==> config.mk <==
export PLATFORM = sky130hd
export DESIGN_NAME = pcm_frame_buffer_flat
export DESIGN_NICKNAME = d
export VERILOG_FILES = /design/src/rtl/pcm_frame_buffer_if.sv /design/src/rtl/pcm_frame_buffer.sv /design/src/flat_wrapper.sv
export SDC_FILE = /design/constraint.sdc
export NUM_CORES = 1
export LEC_CHECK = 0
export ABC_CLOCK_PERIOD_IN_PS = 8700
export BUFFER_PORTS_ARGS = -buffer_cell sky130_fd_sc_hd__buf_4
export CORE_MARGIN = 2
export CORE_UTILIZATION = 55
export DETAILED_ROUTE_END_ITERATION = 7
export PLACE_DENSITY = 0.79
export SKIP_CTS_REPAIR_TIMING = 1
export SLEW_MARGIN = 15
export SYNTH_ARGS = -nofsm -noshare
export SYNTH_HDL_FRONTEND = slang
export SYNTH_SLANG_ARGS = --single-unit
==> constraint.sdc <==
create_clock -name clk -period 8.7 [get_ports clk]
set_clock_uncertainty 0.2 [all_clocks]
set_input_delay 1.305 -clock clk [delete_from_list [all_inputs] [get_ports clk]]
set_output_delay 1.305 -clock clk [all_outputs]
set_load 0.005 [all_outputs]
==> src/rtl/pcm_frame_buffer_if.sv <==
// Signal bundle between upstream sample source, pcm_frame_buffer and the I2S serializer.
// master = upstream/serializer side, slave = the frame buffer itself.
`timescale 1ns/1ps

interface pcm_frame_buffer_if #(
    parameter int DATA_W = 24,
    parameter int ADDR_W = 4
);
    logic              in_valid;
    logic              in_ready;
    logic [DATA_W-1:0] in_l;
    logic [DATA_W-1:0] in_r;
    logic              l_data_en;
    logic              r_data_en;
    logic [DATA_W-1:0] l_data;
    logic [DATA_W-1:0] r_data;
    logic              l_data_valid;
    logic              r_data_valid;
    logic [ADDR_W:0]   fill_level;
    logic              underrun;
    logic              overflow;
    logic              clear_flags;

    modport master (
        output in_valid, in_l, in_r, l_data_en, r_data_en, clear_flags,
        input  in_ready, l_data, r_data, l_data_valid, r_data_valid,
               fill_level, underrun, overflow
    );

    modport slave (
        input  in_valid, in_l, in_r, l_data_en, r_data_en, clear_flags,
        output in_ready, l_data, r_data, l_data_valid, r_data_valid,
               fill_level, underrun, overflow
    );
endinterface

==> src/rtl/pcm_frame_buffer.sv <==
// Stereo PCM frame FIFO with prefill, underrun and overflow handling, paced by I2S load requests.
// Optional macro PCM_FIFO_UNDERRUN_HOLD_EN: repeat the last frame on underrun instead of muting.
`timescale 1ns/1ps

module pcm_frame_buffer #(
    parameter int DATA_W  = 24,
    parameter int ADDR_W  = 4,
    parameter int PREFILL = 8
) (
    input  logic                  clk,
    input  logic                  reset_n,
    pcm_frame_buffer_if.slave     bus
);

    typedef enum logic {
        S_PRIME = 1'b0,
        S_RUN   = 1'b1
    } state_t;

    localparam int              DEPTH       = 1 << ADDR_W;
    localparam logic [ADDR_W:0] FULL_LVL    = (ADDR_W+1)'(DEPTH);
    localparam logic [ADDR_W:0] PREFILL_LVL = (ADDR_W+1)'(PREFILL);

    state_t r_state;
    state_t w_state_next;

    logic [2*DATA_W-1:0] r_mem [DEPTH];
    logic [ADDR_W-1:0]   r_wptr;
    logic [ADDR_W-1:0]   r_rptr;
    logic [ADDR_W:0]     r_fill;

    logic r_l_en_q;
    logic r_l_en_d;
    logic r_r_en_q;
    logic r_r_en_d;

    logic [DATA_W-1:0] r_l_data;
    logic [DATA_W-1:0] r_r_data;
    logic [DATA_W-1:0] r_r_stage;
    logic              r_l_valid;
    logic              r_r_valid;
    logic              r_underrun;
    logic              r_overflow;

    logic                w_l_rise;
    logic                w_r_rise;
    logic                w_full;
    logic                w_empty;
    logic                w_push;
    logic                w_drop;
    logic                w_pop;
    logic                w_prime_load;
    logic                w_underrun_evt;
    logic [2*DATA_W-1:0] w_rd_entry;

    assign w_full     = (r_fill == FULL_LVL);
    assign w_empty    = (r_fill == '0);
    assign w_push     = bus.in_valid && !w_full;
    assign w_drop     = bus.in_valid && w_full;
    assign w_l_rise   = r_l_en_q && !r_l_en_d;
    assign w_r_rise   = r_r_en_q && !r_r_en_d;
    assign w_rd_entry = r_mem[r_rptr];

    // Requests are registered before edge detection, giving a two-clock request-to-output latency.
    always_ff @(posedge clk) begin
        if (!reset_n) begin
            r_l_en_q <= 1'b0;
            r_l_en_d <= 1'b0;
            r_r_en_q <= 1'b0;
            r_r_en_d <= 1'b0;
        end else begin
            r_l_en_q <= bus.l_data_en;
            r_l_en_d <= r_l_en_q;
            r_r_en_q <= bus.r_data_en;
            r_r_en_d <= r_r_en_q;
        end
    end

    always_ff @(posedge clk) begin
        if (!reset_n) begin
            r_state <= S_PRIME;
        end else begin
            r_state <= w_state_next;
        end
    end

    always_comb begin
        w_state_next   = r_state;
        w_pop          = 1'b0;
        w_prime_load   = 1'b0;
        w_underrun_evt = 1'b0;
        case (r_state)
            S_PRIME: begin
                w_prime_load = w_l_rise;
                if (r_fill >= PREFILL_LVL) begin
                    w_state_next = S_RUN;
                end
            end
            S_RUN: begin
                if (w_l_rise) begin
                    if (w_empty) begin
                        w_underrun_evt = 1'b1;
                        w_state_next   = S_PRIME;
                    end else begin
                        w_pop = 1'b1;
                    end
                end
            end
            default: begin
                w_state_next = S_PRIME;
            end
        endcase
    end

    // Frame storage carries no reset; validity is governed entirely by the pointers and fill count.
    always_ff @(posedge clk) begin
        if (w_push) begin
            r_mem[r_wptr] <= {bus.in_l, bus.in_r};
        end
    end

    always_ff @(posedge clk) begin
        if (!reset_n) begin
            r_wptr <= '0;
            r_rptr <= '0;
            r_fill <= '0;
        end else begin
            if (w_push) begin
                r_wptr <= r_wptr + 1'b1;
            end
            if (w_pop) begin
                r_rptr <= r_rptr + 1'b1;
            end
            case ({w_push, w_pop})
                2'b10:   r_fill <= r_fill + 1'b1;
                2'b01:   r_fill <= r_fill - 1'b1;
                default: r_fill <= r_fill;
            endcase
        end
    end

    // Right output is fed from r_stage so it always belongs to the frame last presented on the left.
    always_ff @(posedge clk) begin
        if (!reset_n) begin
            r_l_data  <= '0;
            r_r_stage <= '0;
            r_r_data  <= '0;
            r_l_valid <= 1'b0;
            r_r_valid <= 1'b0;
        end else begin
            if (w_pop) begin
                r_l_data  <= w_rd_entry[2*DATA_W-1:DATA_W];
                r_r_stage <= w_rd_entry[DATA_W-1:0];
                r_l_valid <= 1'b1;
            end else if (w_prime_load) begin
                r_l_data  <= '0;
                r_r_stage <= '0;
                r_l_valid <= 1'b0;
            end else if (w_underrun_evt) begin
`ifdef PCM_FIFO_UNDERRUN_HOLD_EN
                r_l_data  <= r_l_data;
                r_r_stage <= r_r_stage;
`else
                r_l_data  <= '0;
                r_r_stage <= '0;
`endif
                r_l_valid <= 1'b0;
            end
            if (w_r_rise) begin
                r_r_data  <= r_r_stage;
                r_r_valid <= (r_state == S_RUN) ? r_l_valid : 1'b0;
            end
        end
    end

    always_ff @(posedge clk) begin
        if (!reset_n) begin
            r_underrun <= 1'b0;
            r_overflow <= 1'b0;
        end else begin
            if (w_underrun_evt) begin
                r_underrun <= 1'b1;
            end else if (bus.clear_flags) begin
                r_underrun <= 1'b0;
            end
            if (w_drop) begin
                r_overflow <= 1'b1;
            end else if (bus.clear_flags) begin
                r_overflow <= 1'b0;
            end
        end
    end

    assign bus.in_ready     = !w_full;
    assign bus.l_data       = r_l_data;
    assign bus.r_data       = r_r_data;
    assign bus.l_data_valid = r_l_valid;
    assign bus.r_data_valid = r_r_valid;
    assign bus.fill_level   = r_fill;
    assign bus.underrun     = r_underrun;
    assign bus.overflow     = r_overflow;

endmodule

==> src/flat_wrapper.sv <==
// flat-port wrapper written by rule: the top's interface ports become plain ports
module pcm_frame_buffer_flat 
#(
    parameter int DATA_W  = 24,
    parameter int ADDR_W  = 4,
    parameter int PREFILL = 8
)
  (clk, reset_n, bus_in_valid, bus_in_l, bus_in_r, bus_l_data_en, bus_r_data_en, bus_clear_flags, bus_in_ready, bus_l_data, bus_r_data, bus_l_data_valid, bus_r_data_valid, bus_fill_level, bus_underrun, bus_overflow);
  pcm_frame_buffer_if #(.DATA_W(DATA_W), .ADDR_W(ADDR_W)) bus_i ();
  input  logic clk;
  input  logic reset_n;
  input wire logic [$bits(bus_i.in_valid)-1:0] bus_in_valid;
  input wire logic [$bits(bus_i.in_l)-1:0] bus_in_l;
  input wire logic [$bits(bus_i.in_r)-1:0] bus_in_r;
  input wire logic [$bits(bus_i.l_data_en)-1:0] bus_l_data_en;
  input wire logic [$bits(bus_i.r_data_en)-1:0] bus_r_data_en;
  input wire logic [$bits(bus_i.clear_flags)-1:0] bus_clear_flags;
  output wire logic [$bits(bus_i.in_ready)-1:0] bus_in_ready;
  output wire logic [$bits(bus_i.l_data)-1:0] bus_l_data;
  output wire logic [$bits(bus_i.r_data)-1:0] bus_r_data;
  output wire logic [$bits(bus_i.l_data_valid)-1:0] bus_l_data_valid;
  output wire logic [$bits(bus_i.r_data_valid)-1:0] bus_r_data_valid;
  output wire logic [$bits(bus_i.fill_level)-1:0] bus_fill_level;
  output wire logic [$bits(bus_i.underrun)-1:0] bus_underrun;
  output wire logic [$bits(bus_i.overflow)-1:0] bus_overflow;
  assign bus_i.in_valid = bus_in_valid;
  assign bus_i.in_l = bus_in_l;
  assign bus_i.in_r = bus_in_r;
  assign bus_i.l_data_en = bus_l_data_en;
  assign bus_i.r_data_en = bus_r_data_en;
  assign bus_i.clear_flags = bus_clear_flags;
  assign bus_in_ready = bus_i.in_ready;
  assign bus_l_data = bus_i.l_data;
  assign bus_r_data = bus_i.r_data;
  assign bus_l_data_valid = bus_i.l_data_valid;
  assign bus_r_data_valid = bus_i.r_data_valid;
  assign bus_fill_level = bus_i.fill_level;
  assign bus_underrun = bus_i.underrun;
  assign bus_overflow = bus_i.overflow;
  pcm_frame_buffer #(.DATA_W(DATA_W), .ADDR_W(ADDR_W), .PREFILL(PREFILL)) u_core (.clk(clk), .reset_n(reset_n), .bus(bus_i));
endmodule
Yosys cells after proc, flatten, opt, wreduce, memory -nomap -nowiden
Memory sizes are Yosys's and may differ from the RTL's. A register that Yosys moved wholly into a read port is not among the register bits. Index checks and enable logic that the tools add are counted.

$lt $le $gt $ge: 1. Div/mod/pow operators: 0. Multiplexer cells: 26. $mul: 0. Shift operators: 0. Eq/ne operators: 3. Reduce and logical (&&, ||, !) cells: 12. Bitwise logic cells: 1. Add/sub/neg operators: 4.

Operator list (number): 24-bit 2-to-1 mux (4); 1-bit 2-to-1 mux (18); 5-bit case mux with 2 select lines (1); 4-bit by 1-bit adder with 4-bit output, second input constant (2); 4-bit 2-to-1 mux (2); 2-bit nonzero test (3); 5-bit by 1-bit adder with 5-bit output, second input constant (1); 5-bit == test, second input constant (1); 5-bit by 4-bit greater-or-equal comparator with 1-bit output, second input constant (1); 5-bit logical NOT (1); 5-bit by 1-bit subtractor with 5-bit output, second input constant (1); 1-bit logical AND (4); 1-bit logical NOT (3); 3-bit nonzero test (1); 2-bit by 1-bit == test with 1-bit output, second input constant (1); 2-bit == test, second input constant (1); 1-bit case mux with 2 select lines (1); 1-bit NOT (1).

Output and inout bits: 58. Memory bits (read-only): 0. Register bits after elaboration: 94. Memories kept: 1. Memory bits (writable): 768. Latch bits: 0.

Memory list: u_core.r_mem (words 16, width 48, read ports 1, clocked after memory_dff 1, write ports 1, line pcm_frame_buffer.sv:27) `logic [2*DATA_W-1:0] r_mem [DEPTH];`.

Depth between registers and ports, before layout
Gate-level depths: netlist of the first run.

Word-level depth: 7. Gate-level depth with buffers: 12.

Least setup slack after synthesis of the first run
Ideal clock, no wire load.

Path kind: in2reg. Start point: input bus_in_valid. End point: memory u_core.r_mem[0][0] (netlist name), enable pin. Slack: 2851 ps. Arrival: 5136 ps. Cell stages on the path: 3. Path buffers: 0. Cell sequence: a21boi_1 nand2_1 nor3_1.

Longest elaborated chain between the ends: 3.

Ends and longest elaborated chain: start, declared (line flat_wrapper.sv:12) `input wire logic [$bits(bus_i.in_valid)-1:0] bus_in_valid;`; 1-bit logical AND (line pcm_frame_buffer.sv:58) `assign w_push = bus.in_valid && !w_full;`; 1-bit 2-to-1 mux (line pcm_frame_buffer.sv:117) `if (w_push) begin`; 1-bit 2-to-1 mux (not written as such) (line pcm_frame_buffer.sv:118) `r_mem[r_wptr] <= {bus.in_l, bus.in_r};`; end, declared (line pcm_frame_buffer.sv:27).

Every way passes these cells.

==> results of run 1 <==
==> sequential cells by signal (all words and copies together) (netlist names), named ones only <==
signal	count
u_core.bus.l_data	24
u_core.bus.overflow	1
u_core.bus.r_data	24
u_core.bus.fill_level	5
u_core.r_r_en_d	1
u_core.r_r_en_q	1
u_core.r_mem	768
u_core.r_l_en_d	1
u_core.bus.r_data_valid	1
u_core.bus.underrun	1
u_core.r_rptr	4
u_core.bus.l_data_valid	1
u_core.r_l_en_q	1
u_core.r_r_stage	24
u_core.r_wptr	4
u_core.r_state	1
==> report_power, final <==
group	leakage (nW)	internal [mW]	switching (mW)	total, mW
clock network	1.27	2.01	1.48	3.49
logic	2.88	0.0679	0.132	0.200
registers	7.73	4.57	0.0144	4.58
total	11.9	6.64	1.63	8.27
==> synth_stat cells (3+ instances only) <==
| library cell | instances | area [um2] |
|---|---|---|
| a21oi_1 | 30 | 150.1 |
| a22oi_1 | 9 | 67.56 |
| a22oi_2 | 40 | 500.5 |
| and2_1 | 5 | 31.28 |
| buf_1 | 6 | 22.52 |
| buf_12 | 3 | 60.06 |
| buf_2 | 21 | 105.1 |
| buf_6 | 8 | 90.09 |
| clkbuf_1 | 50 | 187.7 |
| dfxtp_1 | 98 | 1962 |
| edfxtp_1 | 768 | 23060 |
| ha_1 | 8 | 100.1 |
| inv_1 | 7 | 26.28 |
| mux2_1 | 46 | 518.0 |
| mux2_2 | 48 | 540.5 |
| mux2i_1 | 5 | 50.05 |
| mux4_2 | 192 | 4324 |
| nand2_1 | 154 | 578.1 |
| nand2b_1 | 5 | 31.28 |
| nand3_1 | 4 | 20.02 |
| nor2_1 | 27 | 101.4 |
| nor2b_1 | 5 | 31.28 |
| nor3_1 | 4 | 20.02 |
| o211ai_1 | 4 | 30.03 |
| xor2_1 | 7 | 61.31 |
==> final cells by class <==
type,count,area share
clock buffers,117,0.06119
clock inverters,33,0.009049
inverters,7,0.0007064
multi-input cells,617,0.2011
flip-flops and latches,866,0.6731
well taps,773,0.02600
repair buffers,143,0.02886
==> metal layers <==
metal	vias up	part of all wire
met2	626	0.52
met4	2	0.022
met1	8424	0.39
met3	109	0.062
li1	6657	-
met5	-	0.00019
==> cell families (layout without fill, tap and decap cells) <==
| family | Yosys count | after routing |
|---|---|---|
| muxes | 291 | 291 |
| AOI/OAI and AO/OA | 96 | 96 |
| xor gates and xnor gates | 9 | 9 |
| DFF | 866 | 866 |
| and+or+nand+nor | 213 | 213 |
| buffers and inverters | 96 | 300 |
| adders and majority gates | 8 | 8 |
==> metrics by stage <==
step / instance area (um2) / hold slack [ns] / utilization / instances
after floorplan: 32870 / 0.2154 / - / 1579
after global placement: 34580 / 0.2249 / 0.5860 / 2406
after detailed placement: 34580 / 0.2294 / 0.5860 / 2406
after CTS: 37200 / 0.2376 / 0.6302 / 2556
after global routing: 37200 / 0.2578 / 0.6302 / 2556
final: 37200 / 0.2342 / 0.6302 / 2556
==> worst max-delay path, delay by kind of cell (launching register included) <==
family	cells	cell delay (ns)
flops	1	0.65
mux	2	0.97
simple gates	1	0.07
buf+inv	2	1.50
compound gates	1	0.18
==> worst max path at each step <==
stage / cells after the start / slack [ns] / from / end
after floorplan: 3 / 2.85 / bus_in_valid / u_core.r_mem[0][0]
after global placement: 5 / 4.42 / bus_in_valid / u_core.r_mem[8][42]
after detailed placement: 5 / 4.36 / bus_in_valid / u_core.r_mem[10][37]
after CTS: 6 / 4.81 / flop / u_core.bus.l_data[10]
after global routing: 6 / 4.63 / flop / u_core.bus.l_data[14]
final: 6 / 4.94 / flop / u_core.bus.l_data[8]
==> summary.txt, run 1 <==
Clock network
  • CTS clk-pin slew, worst paths: ~0.060 ns
  • CTS Buffer Depth: 3
  • H-tree depth: 3
  • Clock Latency Late Sink: 0.63 ns
  • Clk sink count: 866
  • TritonCTS clock tree: done
  • CTS Root Cell: clkbuf_16
  • CTS buffer count: 83

Drt
  • Detailed-router iteration count before antenna repair: 5
  • Initial drt markers: 1489
  • Via count: between 15000 and 20000
  • WL per Instance: 26.70 um
  • DR vias/cell: 6.189
  • Drc violations: 0
  • Final wirelength: between 60 and 70 mm
  • Detail Route Antenna Nets: 0

Synthesis
  • Number of enable flip-flop cells after synthesis: 768
  • Compound-Gate Fraction of Synth Area: 0.02596
  • Post-Syn Area: 32870 um2
  • Sequential share of the synthesized area: 0.7614
  • #FFs+latches synth: 866
  • Simple-Gate Fraction of Synth Area: 0.02676
  • Cell count after synthesis: 1579
  • Synth Area in Adders: 0.003045
  • Ys Warns: 0
  • Syn nets: 1641
  • Syn Area/Cell: roughly 21 um2
  • Main combinational cell family by area after synthesis: multiplexers
  • Xor-xnor portion of the synthesized cell area: 0.002398
  • Mux cell area share after synthesis: 0.1653
  • Post-synth cell types: 43
  • Post-synth ARST share: 0
  • Ys flop type: edfxtp_1

Global routing
  • Global route hottest layer: met2
  • Antenna violations before repair: 1
  • Vias in the first global route: approximately 17000
  • Total track usage: 0.2224
  • GR Layer Usage met1: 0.2852
  • Met3 Track Usage GR: 0.04082
  • Maximum number of pins on one net before global-route repair: 54
  • First-pass GRT wire length: 103.2 mm
  • GR Util met2: 0.3848
  • Gr ovfl total: 0

Placed design
  • HPWL after DPL: 35.84 mm
  • DP Worst Slack: 4.358 ns
  • GPL Wtd Cong: roughly 0.75
  • Buffers on Ports: 111

Critical path
  • Worst-case reg-to-reg path depth: 6
  • Capturing point of the worst reg2reg path: u_core.bus.l_data[8]
  • CP endpoint kind: flop
  • WS Path Type: flop to flop
  • Critical path arrival: 4.06 ns
  • Startpoint types: flop
  • Worst EP required: 9.00 ns
  • R2R setup slack: between 4 and 5 ns
  • Worst path cell trace: buf_4 -> buf_4 -> mux4_2 -> mux2_1 -> a22oi_2 -> nand2_1
  • Slowest CP cell: buf_4
  • Max FO, Critical Path: 40
  • CP peak stage delay: 0.79 ns
  • CP dominant cell by count: buf_4

Die
  • Die area: about 62000 um2
  • IO Count: 112
  • Core Rows: roughly 90
  • Chip height: 248.5 um
  • Die span in x: 248.5 um
  • Initial Utilization: 0.5569
  • CORE AREA: 59020 um2

Power and ir drop
  • VDD IR max: ~0.19 mV
  • Pwr Total: 8.272 mW
  • PwrDens: 222.4 nW/um2
  • Leakage Power: 11.87 nW

STA
  • Final worst slack: 4.939 ns
  • Final Setup Violations: 0
  • F_max: 265.9 MHz
  • Max-slew violation count: 0
  • Unrepaired setup endpoints after global routing: false
  • Fin crit period: 3.761 ns
  • Fin crit share: 0.4323
  • Final-report hold violation count: 0
  • Final setup TNS: 0 ns
  • Rel. slew slack: 0.2954
  • Tightest Pin Transition: approximately 1.1 ns

Layout
  • Area delta synth->final: 13.17%
  • Filler cells: 3881
  • Area occupied by registers: ~25000 um2
  • Layout cell share with drive strength beyond 1: 0.3169
  • Multi-input logic area: 7481 um2
  • Antenna diodes: 0
  • Nets: 1780
  • Commonest non-fill, non-tap cell in the layout: edfxtp_1
  • Commonest cells after routing, fill and taps aside: edfxtp_1 (768), mux4_2 (192), nand2_1 (154), buf_4 (143), dfxtp_1 (95)

Min path
  • Tightest Hold Check Type: flop to flop
  • Hold Path Origin: u_core.bus.l_data[21]
  • Hold depth: 2
  • Hold Path End: u_core.bus.l_data[21]

Job
  • Max-cap violations: 0

Outcome
  • Status: finished, final reports clean
Power figures use the tool's default switching activity.
==> run 2: changes to the inputs <==
--- a/config.mk
+++ b/config.mk
@@ -5,12 +5,13 @@
 export SDC_FILE = /design/constraint.sdc
 export NUM_CORES = 1
 export LEC_CHECK = 0
-export ABC_CLOCK_PERIOD_IN_PS = 8700
+export ABC_AREA = 1
+export ABC_CLOCK_PERIOD_IN_PS = 3400
 export BUFFER_PORTS_ARGS = -buffer_cell sky130_fd_sc_hd__buf_4
 export CORE_MARGIN = 2
 export CORE_UTILIZATION = 55
 export DETAILED_ROUTE_END_ITERATION = 7
-export PLACE_DENSITY = 0.79
+export PLACE_DENSITY = 0.82
 export SKIP_CTS_REPAIR_TIMING = 1
 export SLEW_MARGIN = 15
 export SYNTH_ARGS = -nofsm -noshare
==> constraint.sdc (replaced) <==
create_clock -name clk -period 3.4 [get_ports clk]
set_clock_uncertainty 0.2 [all_clocks]
set_input_delay 0.51 -clock clk [delete_from_list [all_inputs] [get_ports clk]]
set_output_delay 0.51 -clock clk [all_outputs]
set_load 0.005 [all_outputs]
==> summary.txt, run 2 <==
Critical path
  • Startpoint types: flop
  • CP peak stage delay: 0.66 ns
  • WS Path Type: flop to flop
  • Worst path cell trace: clkinv_8 -> buf_12 -> nand2_1 -> nand3_1 -> nand3_1 -> nand3_1 -> nand3_1 -> a21oi_1
  • CP endpoint kind: flop
  • Worst EP required: 3.66 ns
  • Max FO, Critical Path: 104
  • Slowest CP cell: dfxtp_4
  • Critical path arrival: 3.00 ns
  • CP dominant cell by count: nand3_1

Clock network
  • TritonCTS clock tree: done
  • CTS Buffer Depth: 3
  • Clock Latency Late Sink: 0.64 ns
  • CTS buffer count: 86
  • Clk sink count: 866
  • CTS Root Cell: clkbuf_16
  • H-tree depth: 3
  • CTS clk-pin slew, worst paths: approximately 0.07 ns

Drt
  • Initial drt markers: 3216
  • Final wirelength: about 87 mm
  • Detailed-router iteration count before antenna repair: 6
  • DR vias/cell: 6.135
  • Via count: 23370
  • Drc violations: 0
  • WL per Instance: 22.80 um
  • Detail Route Antenna Nets: 0

Global routing
  • Total track usage: 0.2726
  • First-pass GRT wire length: roughly 130 mm
  • Gr ovfl total: 0
  • Antenna violations before repair: 0
  • Vias in the first global route: roughly 23000
  • Maximum number of pins on one net before global-route repair: 145

Synthesis
  • Cell count after synthesis: 2861
  • Syn nets: approximately 2900
  • Post-Syn Area: 33990 um2
  • Post-synth ARST share: 0
  • Ys flop type: edfxtp_1
  • Synth top area share: 0.6785
  • Ys Warns: 0
  • Sequential share of the synthesized area: 0.7362
  • Cell taking the most area after synthesis: edfxtp_1
  • Post-synth top cells: nand2_1 (857), edfxtp_1 (768), nand3_1 (728)
  • Count leader, synth: nand2_1
  • Synth area leaders: edfxtp_1 (68%), nand3_1 (11%), nand2_1 (9.5%)
  • Post-synth cell types: 22
  • Number of enable flip-flop cells after synthesis: 768
  • #FFs+latches synth: approximately 870
  • Syn Area/Cell: 11.88 um2

STA
  • F_max: 364.7 MHz
  • Final Setup Violations: 0
  • Unrepaired setup endpoints after global routing: false
  • Final setup TNS: 0 ns
  • Rel. slew slack: 0.3583
  • Final worst slack: around 0.66 ns
  • Fin crit period: 2.742 ns
  • Fin crit share: 0.8064
  • Max-slew violation count: 0
  • Tightest Pin Transition: roughly 0.96 ns
  • Hold WS: -0.007791 ns
  • Final-report hold violation count: 10

Layout
  • Commonest cells after routing, fill and taps aside: nand2_1 (856), edfxtp_1 (768), nand3_1 (728), buf_4 (133), dfxtp_1 (94)
  • Post-route cell area: 38640 um2
  • Layout cell share with drive strength beyond 1: 0.1033
  • Commonest non-fill, non-tap cell in the layout: nand2_1
  • Area delta synth->final: 13.66%
  • Number of flip-flops in the largest register: about 770
  • Nets: between 3000 and 4000
  • Top reg by flops: u_core.r_mem

Placed design
  • DP Worst Slack: 0.7591 ns
  • HPWL after DPL: 45.25 mm
  • Area after DPL: around 36000 um2
  • GPL Wtd Cong: between 0.8 and 0.9
  • Buffers on Ports: around 110

Die
  • IO Count: 112
  • CORE AREA: around 61000 um2
  • Die area: between 60000 and 70000 um2
  • Core Rows: 91
  • Die span in x: 252.6 um
  • Chip height: 252.6 um
  • Initial Utilization: 0.5539

Power and ir drop
  • PwrDens: 575.3 nW/um2
  • Pwr Total: 22.23 mW
  • VDD IR max: 0.4545 mV
  • Leakage Power: 13.74 nW

Outcome
  • Status: finished with violations
  • Violated checks: hold timing

Job
  • Max-cap violations: 0

Min path
  • Tightest Hold Check Type: input pin to flop
==> run 2: changes by cell type in the layout (fill, tap and decap cells not counted), sizes merged, moves of 24 or more <==
cell	previous run	this run
a21oi	30	65
a22oi	49	0
dlygate4sd3	0	24
inv	8	40
mux2	94	0
mux4	192	0
nand2	154	857
nand3	4	728
nor2	27	74
o21ai	2	32
==> run 2: cells by family after synthesis <==
family	count (synthesis)	synth area share
AO/OA/AOI/OAI	97	0.01428
AND/OR/NAND/NOR	1664	0.2108
buffers and inverters	220	0.03423
XOR/XNOR	6	0.001546
adder cells (fa/ha/maj)	8	0.002945
flip-flops	866	0.7362
==> run 2: worst paths after layout <==
kind	cells past startpoint	from	to	slack, ns
max	8	flop	u_core.bus.l_data[7]	0.66
min	1	bus_in_l[2]	u_core.r_mem[14][26]	-0.008
max reg2reg	8	flop	u_core.bus.l_data[7]	0.66
min reg2reg	2	u_core.r_r_en_q	u_core.r_r_en_d	0.23
==> run 2: critical path, delay by kind of cell (launching register included) <==
family          cells  cell delay, ns
simple gates        5            0.70
compound gates      1            0.09
buf+inv             2            0.87
flops               1            0.66
==> run 2: report_power, final <==
| group | total, mW | switching, mW | internal [mW] |
|---|---|---|---|
| sequential | 11.8 | 0.0661 | 11.7 |
| clock | 9.48 | 3.97 | 5.50 |
| combinational | 0.963 | 0.679 | 0.284 |
| total | 22.2 | 4.72 | 17.5 |
==> run 2: area by class of cell <==
class                           instances  area, um2
Inverter                               37      160.2
Timing Repair Buffer                  180       1699
Tap cell                              790      988.4
Clock inverter                         55      479.2
Multi-Input combinational cell       1775       7929
Sequential cell                       866      25040
Fill cell                            4250      22730
Clock buffer                          106       2341
Antenna cell                            1      2.502
==> run 2: per-stage QoR <==
| stage | instances | util |
|---|---|---|
| 2_1_floorplan | 2861 | - |
| 3_3_place_gp | 3624 | 0.5796 |
| 3_5_place_dp | 3624 | 0.5796 |
| 4_1_cts | 3785 | 0.6256 |
| 5_1_grt | 3809 | 0.6295 |
| 6_report | 3810 | 0.6296 |
==> run 2: routing by layer <==
| metal | up-vias | global-route usage | share of wire |
|---|---|---|---|
| met5 | - | 0 | 0 |
| met1 | 11280 | 0.3563 | 0.37 |
| met4 | 0 | 0.1349 | 0.038 |
| met2 | 1585 | 0.4477 | 0.49 |
| met3 | 238 | 0.04233 | 0.10 |
| li1 | 10270 | - | - |
